==> src/rtl/sr_drive_ctrl.sv <==
// sr_drive_ctrl: drives the s/r inputs of a NOR SR latch from single-cycle
// set/clear commands. Each command becomes a registered pulse of PULSE_W
// cycles, followed by a dead time in which s=r=0, followed by a one-cycle
// readback check of the synchronized latch outputs against the target.
module sr_drive_ctrl #(
  parameter int PULSE_W     = 4,
  parameter int GAP_W       = 2,
  parameter int SYNC_STAGES = 2
) (
  input  logic clk,
  input  logic rst_n,
  input  logic cmd_valid,
  input  logic cmd_set,
  output logic cmd_ready,
  output logic s,
  output logic r,
  input  logic q_fb,
  input  logic qb_fb,
  output logic exp_q,
  output logic busy,
  output logic err,
  input  logic err_clr
);

  localparam int SETTLE_W = GAP_W + SYNC_STAGES;
  localparam int CNT_MAX  = (PULSE_W > SETTLE_W) ? PULSE_W : SETTLE_W;
  localparam int CNT_W    = $clog2(CNT_MAX + 1);

  localparam logic [2:0] ST_INIT   = 3'd0;
  localparam logic [2:0] ST_IDLE   = 3'd1;
  localparam logic [2:0] ST_PULSE  = 3'd2;
  localparam logic [2:0] ST_SETTLE = 3'd3;
  localparam logic [2:0] ST_CHECK  = 3'd4;

  logic [2:0]             state_q, state_d;
  logic [CNT_W-1:0]       cnt_q, cnt_d;
  logic                   tgt_q, tgt_d;
  logic                   exp_q_q, exp_q_d;
  logic                   err_q, err_d;
  logic                   s_q, r_q;
  logic [SYNC_STAGES-1:0] qs_q, qbs_q;
  logic                   q_sync, qb_sync;
  logic                   accept;
  logic                   mismatch;

  assign q_sync   = qs_q[SYNC_STAGES-1];
  assign qb_sync  = qbs_q[SYNC_STAGES-1];
  // The CHECK cycle also accepts the next command, so back-to-back
  // commands sustain one per PULSE_W+GAP_W+SYNC_STAGES+1 cycles.
  assign cmd_ready = (state_q == ST_IDLE) || (state_q == ST_CHECK);
  assign busy      = ~cmd_ready;
  assign accept    = cmd_valid & cmd_ready;
  // q_sync==qb_sync is caught because one of the two must then disagree.
  assign mismatch  = (q_sync != tgt_q) || (qb_sync != ~tgt_q);

  assign s     = s_q;
  assign r     = r_q;
  assign exp_q = exp_q_q;
  assign err   = err_q;

  // Next-state logic for the command sequencer, counter, target and flags.
  always_comb begin
    state_d = state_q;
    cnt_d   = cnt_q;
    tgt_d   = tgt_q;
    exp_q_d = exp_q_q;
    err_d   = err_q;
    if (err_clr) err_d = 1'b0;
    case (state_q)
      ST_INIT: begin
        // Behaves as an accepted clear so the latch starts in a known state.
        state_d = ST_PULSE;
        tgt_d   = 1'b0;
        cnt_d   = CNT_W'(PULSE_W - 1);
      end
      ST_IDLE: begin
        if (accept) begin
          state_d = ST_PULSE;
          tgt_d   = cmd_set;
          cnt_d   = CNT_W'(PULSE_W - 1);
        end
      end
      ST_PULSE: begin
        if (cnt_q == '0) begin
          state_d = ST_SETTLE;
          cnt_d   = CNT_W'(SETTLE_W - 1);
        end else begin
          cnt_d = cnt_q - 1'b1;
        end
      end
      ST_SETTLE: begin
        if (cnt_q == '0) begin
          state_d = ST_CHECK;
          cnt_d   = '0;
        end else begin
          cnt_d = cnt_q - 1'b1;
        end
      end
      ST_CHECK: begin
        exp_q_d = tgt_q;
        // A mismatch overrides a simultaneous err_clr.
        if (mismatch) err_d = 1'b1;
        if (accept) begin
          state_d = ST_PULSE;
          tgt_d   = cmd_set;
          cnt_d   = CNT_W'(PULSE_W - 1);
        end else begin
          state_d = ST_IDLE;
          cnt_d   = '0;
        end
      end
      default: begin
        state_d = ST_INIT;
        cnt_d   = '0;
      end
    endcase
  end

  // Sequencer state and registered latch drives; s and r are decoded from
  // the same next state with opposite target polarity, so never both high.
  always_ff @(posedge clk or negedge rst_n) begin
    if (!rst_n) begin
      state_q <= ST_INIT;
      cnt_q   <= '0;
      tgt_q   <= 1'b0;
      exp_q_q <= 1'b0;
      err_q   <= 1'b0;
      s_q     <= 1'b0;
      r_q     <= 1'b0;
    end else begin
      state_q <= state_d;
      cnt_q   <= cnt_d;
      tgt_q   <= tgt_d;
      exp_q_q <= exp_q_d;
      err_q   <= err_d;
      s_q     <= (state_d == ST_PULSE) &&  tgt_d;
      r_q     <= (state_d == ST_PULSE) && !tgt_d;
    end
  end

  // Plain flop-chain synchronizers for the asynchronous latch readback.
  always_ff @(posedge clk or negedge rst_n) begin
    if (!rst_n) begin
      qs_q  <= '0;
      qbs_q <= '0;
    end else begin
      qs_q  <= {qs_q[SYNC_STAGES-2:0], q_fb};
      qbs_q <= {qbs_q[SYNC_STAGES-2:0], qb_fb};
    end
  end

endmodule

==> config.mk <==
export PLATFORM = sky130hd
export DESIGN_NAME = sr_drive_ctrl
export DESIGN_NICKNAME = d
export VERILOG_FILES = /design/src/rtl/sr_drive_ctrl.sv
export SDC_FILE = /design/constraint.sdc
export NUM_CORES = 1
export LEC_CHECK = 0
export ABC_CLOCK_PERIOD_IN_PS = 3500
export CORE_AREA = 2 2 43 45
export CTS_CLUSTER_SIZE = 12
export DETAILED_ROUTE_END_ITERATION = 6
export DIE_AREA = 0 0 45 47
export PLACE_DENSITY = 0.68
export SLEW_MARGIN = 20
export SYNTH_ARGS = -nofsm -noshare
export SYNTH_HDL_FRONTEND = slang
export SYNTH_SLANG_ARGS = --single-unit
==> constraint.sdc <==
create_clock -name clk -period 3.5 [get_ports clk]
set_input_delay 0.35 -clock clk [delete_from_list [all_inputs] [get_ports clk]]
set_output_delay 0.35 -clock clk [all_outputs]
set_load 0.03 [all_outputs]
Word-level counts from Yosys, hierarchy flattened
Index checks and enable logic that the tools add are counted.
- mux-type cells: 15
- bitwise logic cells: 3
- reduce and logical (&&, ||, !) cells: 8
- add/sub/neg operators: 1
- equality and inequality tests: 8
- operators by type and width (kind ; count):
    3-bit case mux with 5 select lines ; 2
    3-bit 2-to-1 mux ; 6
    3-bit by 2-bit equality test with 1-bit output, second input constant ; 3
    3-bit logical NOT ; 2
    1-bit 2-to-1 mux ; 4
    2-bit 2-to-1 mux ; 2
    3-bit by 1-bit equality test with 1-bit output, second input constant ; 1
    3-bit equality test, second input constant ; 1
    3-bit by 1-bit subtractor with 3-bit output, second input constant ; 1
    1-bit logical AND ; 2
    1-bit logical OR ; 2
    1-bit inequality test ; 2
    2-bit inequality test, second input constant ; 1
    1-bit NOT ; 2
    1-bit case mux with 2 select lines ; 1
    2-bit OR reduction ; 1
    1-bit bitwise AND ; 1
    1-bit logical NOT ; 1
- output and inout port bits: 6
- logic and storage cells: 44
- input port bits: 7
- register bits: 15

Depth between registers and ports, before layout
Gate-level depths: netlist of run 1.
- word-level depth: 7
- depth in mapped cells: 5
- mapped depth without buffers: 4

Worst setup path before layout of run 1
No wires, ideal clock.
- kind: register to output
- from: register state_q[0]
- to: output port busy
- path slack: 1721 ps
- arrival: 1429 ps
- data required time: 3150 ps
- cell stages (with the launch flop): 5
- path buffers: 1
- path through: dfrtp_1 > buf_2 > xor2_1 > nor2b_1 > inv_1
- longest elaborated chain between the ends: 3
- elaborated cells on any way between the ends: 4
- those cells by class: 2 x eq/ne; 1 x bitwise; 1 x reduce/logical
- RTL lines (what ; RTL line ; RTL):
    from (decl) ; 35 ; logic [2:0] state_q, state_d;
    from (signal assigned) ; 131 ; state_q <= state_d;
    3-bit by 1-bit equality test with 1-bit output or 3-bit equality test (tied branches) ; 50 ; assign cmd_ready = (state_q == ST_IDLE) || (state_q == ST_CHECK);
    1-bit logical OR * ; 50 ;
    via cmd_ready ; 14 ; output logic cmd_ready,
    1-bit NOT * ; 51 ; assign busy = ~cmd_ready;
    to (decl) ; 20 ; output logic busy,
The timed path passes the listed nets; every way through them passes the cells marked *.

Worst setup path after layout of run 1
- from: register state_q[2]
- to: output port cmd_ready
- longest elaborated chain between the ends: 2
- elaborated cells on any way between the ends: 3
- those cells by class: 2 x eq/ne; 1 x reduce/logical
- RTL lines (what ; RTL line):
    3-bit by 1-bit equality test with 1-bit output or 3-bit equality test (tied branches) ; 50
    1-bit logical OR * ; 50
    to (decl) ; 14
Every way passes the cells marked *; elsewhere a longest branch is shown, timed or not.

==> results.json, run 1 <==
{
  "status": "complete, no violations",
  "holdCritStartpoint": "qbs_q[0]$_DFF_PN0_",
  "period_needed_ps": 2299,
  "yosysUniqueCellTypes": 29,
  "relSlewSlack_pct": 57.20,
  "syn_nets": 73,
  "max_freq_mhz": 435.0,
  "finalHoldViolCount": 0,
  "holdBufCountCts": 0,
  "grt_first_pass_wirelength_mm": 1.904,
  "fin_crit_sh_pct": 65.68,
  "syn2layout_area_growth_pct": 20.00,
  "r2r-start": "state_q[1]$_DFF_PN0_",
  "die_area_um2": 2115,
  "grt-busiest-layer": "met2",
  "gp_congestion": 0.7134,
  "crit_arrival_ps": 1950,
  "r2r_slack_ps": 2080,
  "synth_area_leaders": "dfrtp_1 53%, nor3_2 4.2%, buf_6 3.2%",
  "num_vias": 519,
  "ir_drop_mv": 0.4334,
  "maxSlewViolCount": 0,
  "synth_edf_count": 0,
  "cts_resized": 0,
  "synthFlopType": "dfrtp_1",
  "antenna_left": 0,
  "antenna_found_initial": 0,
  "grt_overflow": 0,
  "final-setup-viol-count": 0,
  "max_stage_delay_ps": 690,
  "synth_most_common_cell": "dfrtp_1",
  "drt_iter0_markers": 8,
  "cts_buffers": 3,
  "die_h_um": 47,
  "first_pass_iters": 4,
  "worstPathRequired_ps": 3150,
  "met2_usage_pct": 21.14,
  "die_x_um": 45,
  "critPathTopFamily": "buffers and inverters",
  "met3_usage_pct": 6.923,
  "ff2ff_path_depth": 4,
  "synth.avg_cell_area_um2": 10.71,
  "final_cell_area_um2": 848.3,
  "worst_slack_ps": 1201,
  "hold_path_class": "reg2reg",
  "rsz0062_at_grt": "no",
  "async_flop_share_pct": 100.0,
  "path_buf_inv": 1,
  "ys_seq_area_share_pct": 53.10,
  "critical-path-slowest-cell": "clkdlybuf4s50_1",
  "hpwlAfterDp_um": 805.9,
  "worstSetupPathType": "reg2out",
  "h-tree-depth": 1,
  "min_path_cells": 0,
  "final_cells": 96,
  "holdPathEnd": "qbs_q[1]$_DFF_PN0_",
  "nets": 87,
  "fillCellCount": 154,
  "totalWireLength_mm": 1.101,
  "finalSetupTns_ps": 0,
  "via_per_inst": 5.406,
  "rows": 15,
  "cts_root_buf": "clkbuf_4",
  "yosysTopAreaCell": "dfrtp_1",
  "synth_top_area_share_pct": 53.10,
  "reg2reg_to": "s$_DFF_PN0_",
  "cp_max_fo": 15,
  "grt_use_met1_pct": 15.12,
  "post-route-util_pct": 51.36,
  "worstSkewPairLatency_ps": 280,
  "tightest_slew_ps": 640.0,
  "drc_errors": 0,
  "insertedDiodeCount": 0,
  "ioPinCount": 13,
  "portBuffers": 12,
  "grt_pass1_vias": 446,
  "wl_per_cell_um": 11.47,
  "yosys-top-cells-count": "15 x dfrtp_1, 6 x nand2_1, 5 x nor2_1",
  "drv_cap": 0,
  "post_cts_buffers": 0,
  "worst_clock_skew_ps": 1.844,
  "place_area_um2": 820.8,
  "globalRouteTotalUtil_pct": 13.25,
  "path_cells": "xor2_1 -> nor2b_1 -> clkdlybuf4s50_1",
  "synth-seq-cells": 15,
  "dp_slack_ps": 1506,
  "layout-drive-gt1-share_pct": 15.19,
  "grt_start_max_net_pins": 16,
  "end_kind": "primary output",
  "synth_cells": 66,
  "cts.sinks": 15,
  "cts_buffer_depth": 2,
  "crit_start": "state_q[2]$_DFF_PN0_",
  "coreArea_um2": 1652,
  "powerDensity_nw_per_um2": 777.7,
  "clkTransAtPathRegs_ps": 80,
  "cts_tree": "yes",
  "startpoint_type": "register",
  "place_inst": 92,
  "start_util_pct": 42.80,
  "ys_warn_count": 0,
  "syn-cell-area_um2": 706.9,
  "p_leak_uw": 0.0003651
}
[cells in the final DEF (no fill, tap or decap), drive strengths merged, types with 2 or more instances in the layout]
master         instances
nor2                   5
a21oi                  3
dfrtp                 15
clkdlybuf4s50         12
nor2b                  3
inv                    5
o21ai                  3
nor3                   5
nand2                  6
a21o                   2
clkbuf                 3
o22ai                  2
[cell families (layout without fill, tap and decap cells)]
| logic type | after synthesis | count (layout) | synth area share (%) |
|---|---|---|---|
| AND/OR/NAND/NOR | 24 | 24 | 19.65 |
| AO/OA/AOI/OAI | 15 | 15 | 15.04 |
| flip-flops | 15 | 15 | 53.10 |
| buffers and inverters | 8 | 21 | 6.548 |
| XOR/XNOR | 2 | 2 | 2.478 |
| adder cells (fa/ha/maj) | 1 | 1 | 1.593 |
| multiplexers | 1 | 1 | 1.593 |
[power by group]
group	switching [uW]	internal [uW]	leakage, uW
registers	69.8	221	0.000185
logic	133	141	0.000162
clock network	52.8	42.4	0.0000177
total	255	405	0.000365
[worst reg2reg max path, cell delays in order (launching register included)]
cell and delay [ps]:
dfrtp_1 630, and2b_2 300, a21oi_1 170, nor3_2 80, and2_1 150
[flip-flops by register name, indices dropped and copies added, names as in the netlist]
signal   flops
qs_q         2
r            1
cnt_q        3
s            1
state_q      3
exp_q        1
tgt_q        1
qbs_q        2
err          1
[metal layers]
metal	up-vias	wire length [um]
li1	254	-
met1	241	474
met2	22	526
met3	2	90
met4	0	9
met5	-	0
[how the worst max path moves through the flow]
stage                 to  slack [ps]  cells after the start
4_1_cts        cmd_ready        1180                      3
3_5_place_dp   cmd_ready        1510                      3
3_3_place_gp   cmd_ready        1530                      3
6_report       cmd_ready        1200                      3
2_1_floorplan       busy        1720                      4
5_1_grt        cmd_ready        1060                      3
[final cells by class]
type	instances	area, um^2	share of cell area (%)
sequential	15	375.4	44.25
multi-input combinational	43	285.3	33.63
timing repair buffer	12	120.1	14.16
clock buffer	3	22.52	2.655
tap	17	21.27	2.507
inverter	5	18.77	2.212
clock inverter	1	5.005	0.5900
[metrics by stage]
stage | total power [uW] | hold slack, ps
after floorplan | 504.8 | 54.41
after global placement | 567.2 | 333.6
after detailed placement | 569.3 | 337.0
after CTS | 666.3 | 354.2
after global routing | 712.1 | 366.8
final | 659.7 | 351.8
(Power assumes the default switching activity.)
==> run 2: changes to the inputs <==
--- a/config.mk
+++ b/config.mk
@@ -5,7 +5,7 @@
 export SDC_FILE = /design/constraint.sdc
 export NUM_CORES = 1
 export LEC_CHECK = 0
-export ABC_CLOCK_PERIOD_IN_PS = 3500
+export ABC_CLOCK_PERIOD_IN_PS = 2200
 export CORE_AREA = 2 2 43 45
 export CTS_CLUSTER_SIZE = 12
 export DETAILED_ROUTE_END_ITERATION = 6
==> constraint.sdc (replaced) <==
create_clock -name clk -period 2.2 [get_ports clk]
set_input_delay 0.22 -clock clk [delete_from_list [all_inputs] [get_ports clk]]
set_output_delay 0.22 -clock clk [all_outputs]
set_load 0.03 [all_outputs]
==> run 2 against run 1 <==
Compared with the run above: hold slack worse by 15 ps; global-route usage is 0.95 points higher; sequential cell count stayed put; non-clock buffer count is 1 higher; sequential share of layout area is 0.39 points lower; via count is 5.4% higher; sequential power is 54% higher; critical path type unchanged; wire length is 18% higher; worst setup slack worse by 1100 ps; design area is 0.88% higher.
==> results.json, run 2 (same netlist as run 1, synthesis figures left out) <==
{
  "status": "complete, no violations",
  "hold_path_class": "in2async",
  "p_seq_share_pct": 41.6,
  "maxSlewViolCount": 0,
  "grt_pass1_vias": 491,
  "die_area_um2": 2115,
  "ir_drop_mv": 0.6903,
  "nets": 88,
  "hpwlAfterDp_um": 914.2,
  "cts_root_buf": "clkbuf_4",
  "gp_congestion": 0.6881,
  "drt_iter0_markers": 15,
  "coreArea_um2": 1652,
  "die_h_um": 47,
  "final_cells": 97,
  "layout-drive-gt1-share_pct": 16.25,
  "r2r-start": "state_q[1]$_DFF_PN0_",
  "powerDensity_nw_per_um2": 1260,
  "swShare_pct": 39.71,
  "p_switching_uw": 428.4,
  "via_per_inst": 5.639,
  "h-tree-depth": 1,
  "largestRegisters": "cnt_q: 3 flops, state_q: 3 flops",
  "clkTransAtPathRegs_ps": 90,
  "intPower_uw": 650.3,
  "max_freq_mhz": 474.6,
  "r2r_slack_ps": 740,
  "p_leak_uw": 0.0003704,
  "cts_buffers": 3,
  "grt_overflow": 0,
  "syn2layout_area_growth_pct": 21.06,
  "ff2ff_path_depth": 4,
  "p_clk_share_pct": 14.6,
  "antenna_left": 0,
  "critical-path-slowest-cell": "clkdlybuf4s50_1",
  "ioPinCount": 13,
  "num_vias": 547,
  "antenna_found_initial": 0,
  "worst_clock_skew_ps": 4.287,
  "crit_arrival_ps": 1890,
  "worstPathRequired_ps": 1980,
  "drc_errors": 0,
  "wl_per_cell_um": 13.36,
  "relSlewSlack_pct": 54.78,
  "rows": 15,
  "cts_tree": "yes",
  "final-setup-viol-count": 0,
  "max_stage_delay_ps": 700,
  "finalSetupTns_ps": 0,
  "totalWireLength_mm": 1.296,
  "worstSetupPathType": "reg2out",
  "tightest_slew_ps": 676.1,
  "holdBufCountCts": 0,
  "cts_resized": 0,
  "p_comb_share_pct": 43.8,
  "layout_common_cells": "15 x dfrtp_1, 12 x clkdlybuf4s50_1, 6 x nand2_1",
  "period_needed_ps": 2107,
  "place_inst": 93,
  "worstSkewPairLatency_ps": 280,
  "finalHoldViolCount": 0,
  "grt_start_max_net_pins": 16,
  "globalRouteTotalUtil_pct": 14.20,
  "rsz0062_at_grt": "no",
  "first_pass_iters": 5,
  "drv_cap": 0,
  "post_cts_buffers": 0,
  "cts.sinks": 15,
  "cts_buffer_depth": 2,
  "die_x_um": 45,
  "path_cells": "xor2_1 -> nor2b_1 -> clkdlybuf4s50_1",
  "reg2reg_to": "s$_DFF_PN0_",
  "end_kind": "primary output",
  "insertedDiodeCount": 0,
  "fin_crit_sh_pct": 95.78,
  "portBuffers": 12,
  "start_util_pct": 42.80,
  "grt_first_pass_wirelength_mm": 2.104,
  "startpoint_type": "register",
  "final_common_cell": "dfrtp_1",
  "crit_start": "state_q[0]$_DFF_PN0_",
  "cp_max_fo": 10
}
-- run 2: worst max-delay path by stage --
| stage | to | slack [ps] | depth (start not counted) |
|---|---|---|---|
| global route | cmd_ready | 5 | 3 |
| finish | cmd_ready | 90 | 3 |
| floorplan | busy | 550 | 4 |
| CTS | cmd_ready | 80 | 3 |
| global placement | cmd_ready | 460 | 3 |
| detailed placement | cmd_ready | 400 | 3 |
-- run 2: final cells by class --
| type | count | area (um^2) |
|---|---|---|
| clock inverter | 1 | 5.005 |
| timing repair buffer | 13 | 127.6 |
| fill | 156 | 795.8 |
| multi-input combinational | 43 | 285.3 |
| tap | 17 | 21.27 |
| clock buffer | 3 | 22.52 |
| sequential | 15 | 375.4 |
| inverter | 5 | 18.77 |
-- run 2: power by group through the flow --
stage                     combinational, uW  sequential [uW]  clock (uW)
after global placement                  460              448           0
after CTS                               476              447         160
after global routing                    531              460         171
after floorplan                         347              456           0
final                                   473              448         158
after detailed placement                474              453           0
-- run 2: critical path: cells and delay by family (launching register included) --
family / cells / cell delay, ps
buffers and inverters: 1 / 700
flip-flops: 1 / 560
XOR/XNOR: 1 / 160
AND/OR/NAND/NOR: 1 / 180
-- run 2: metrics by stage --
stage / worst slack (ps) / util [%] / hold WS [ps] / area [um^2] / total power, uW
floorplan: 551.1 / - / -75.59 / 706.9 / 803.1
global placement: 462.9 / 50.15 / 335.4 / 828.3 / 908.8
detailed placement: 403.4 / 50.15 / 337.0 / 828.3 / 927.2
CTS: 82.19 / 51.82 / 356.9 / 855.8 / 1084
global route: 5.231 / 51.82 / 358.8 / 855.8 / 1162
finish: 92.87 / 51.82 / 336.6 / 855.8 / 1079
-- run 2: metal layers --
| metal | vias up | wire (um) | global-route usage (%) |
|---|---|---|---|
| li1 | 257 | - | - |
| met1 | 269 | 536 | 16.75 |
| met2 | 19 | 668 | 24.29 |
| met3 | 2 | 78 | 5.769 |
| met4 | 0 | 13 | 3.529 |
| met5 | - | 0 | 0 |
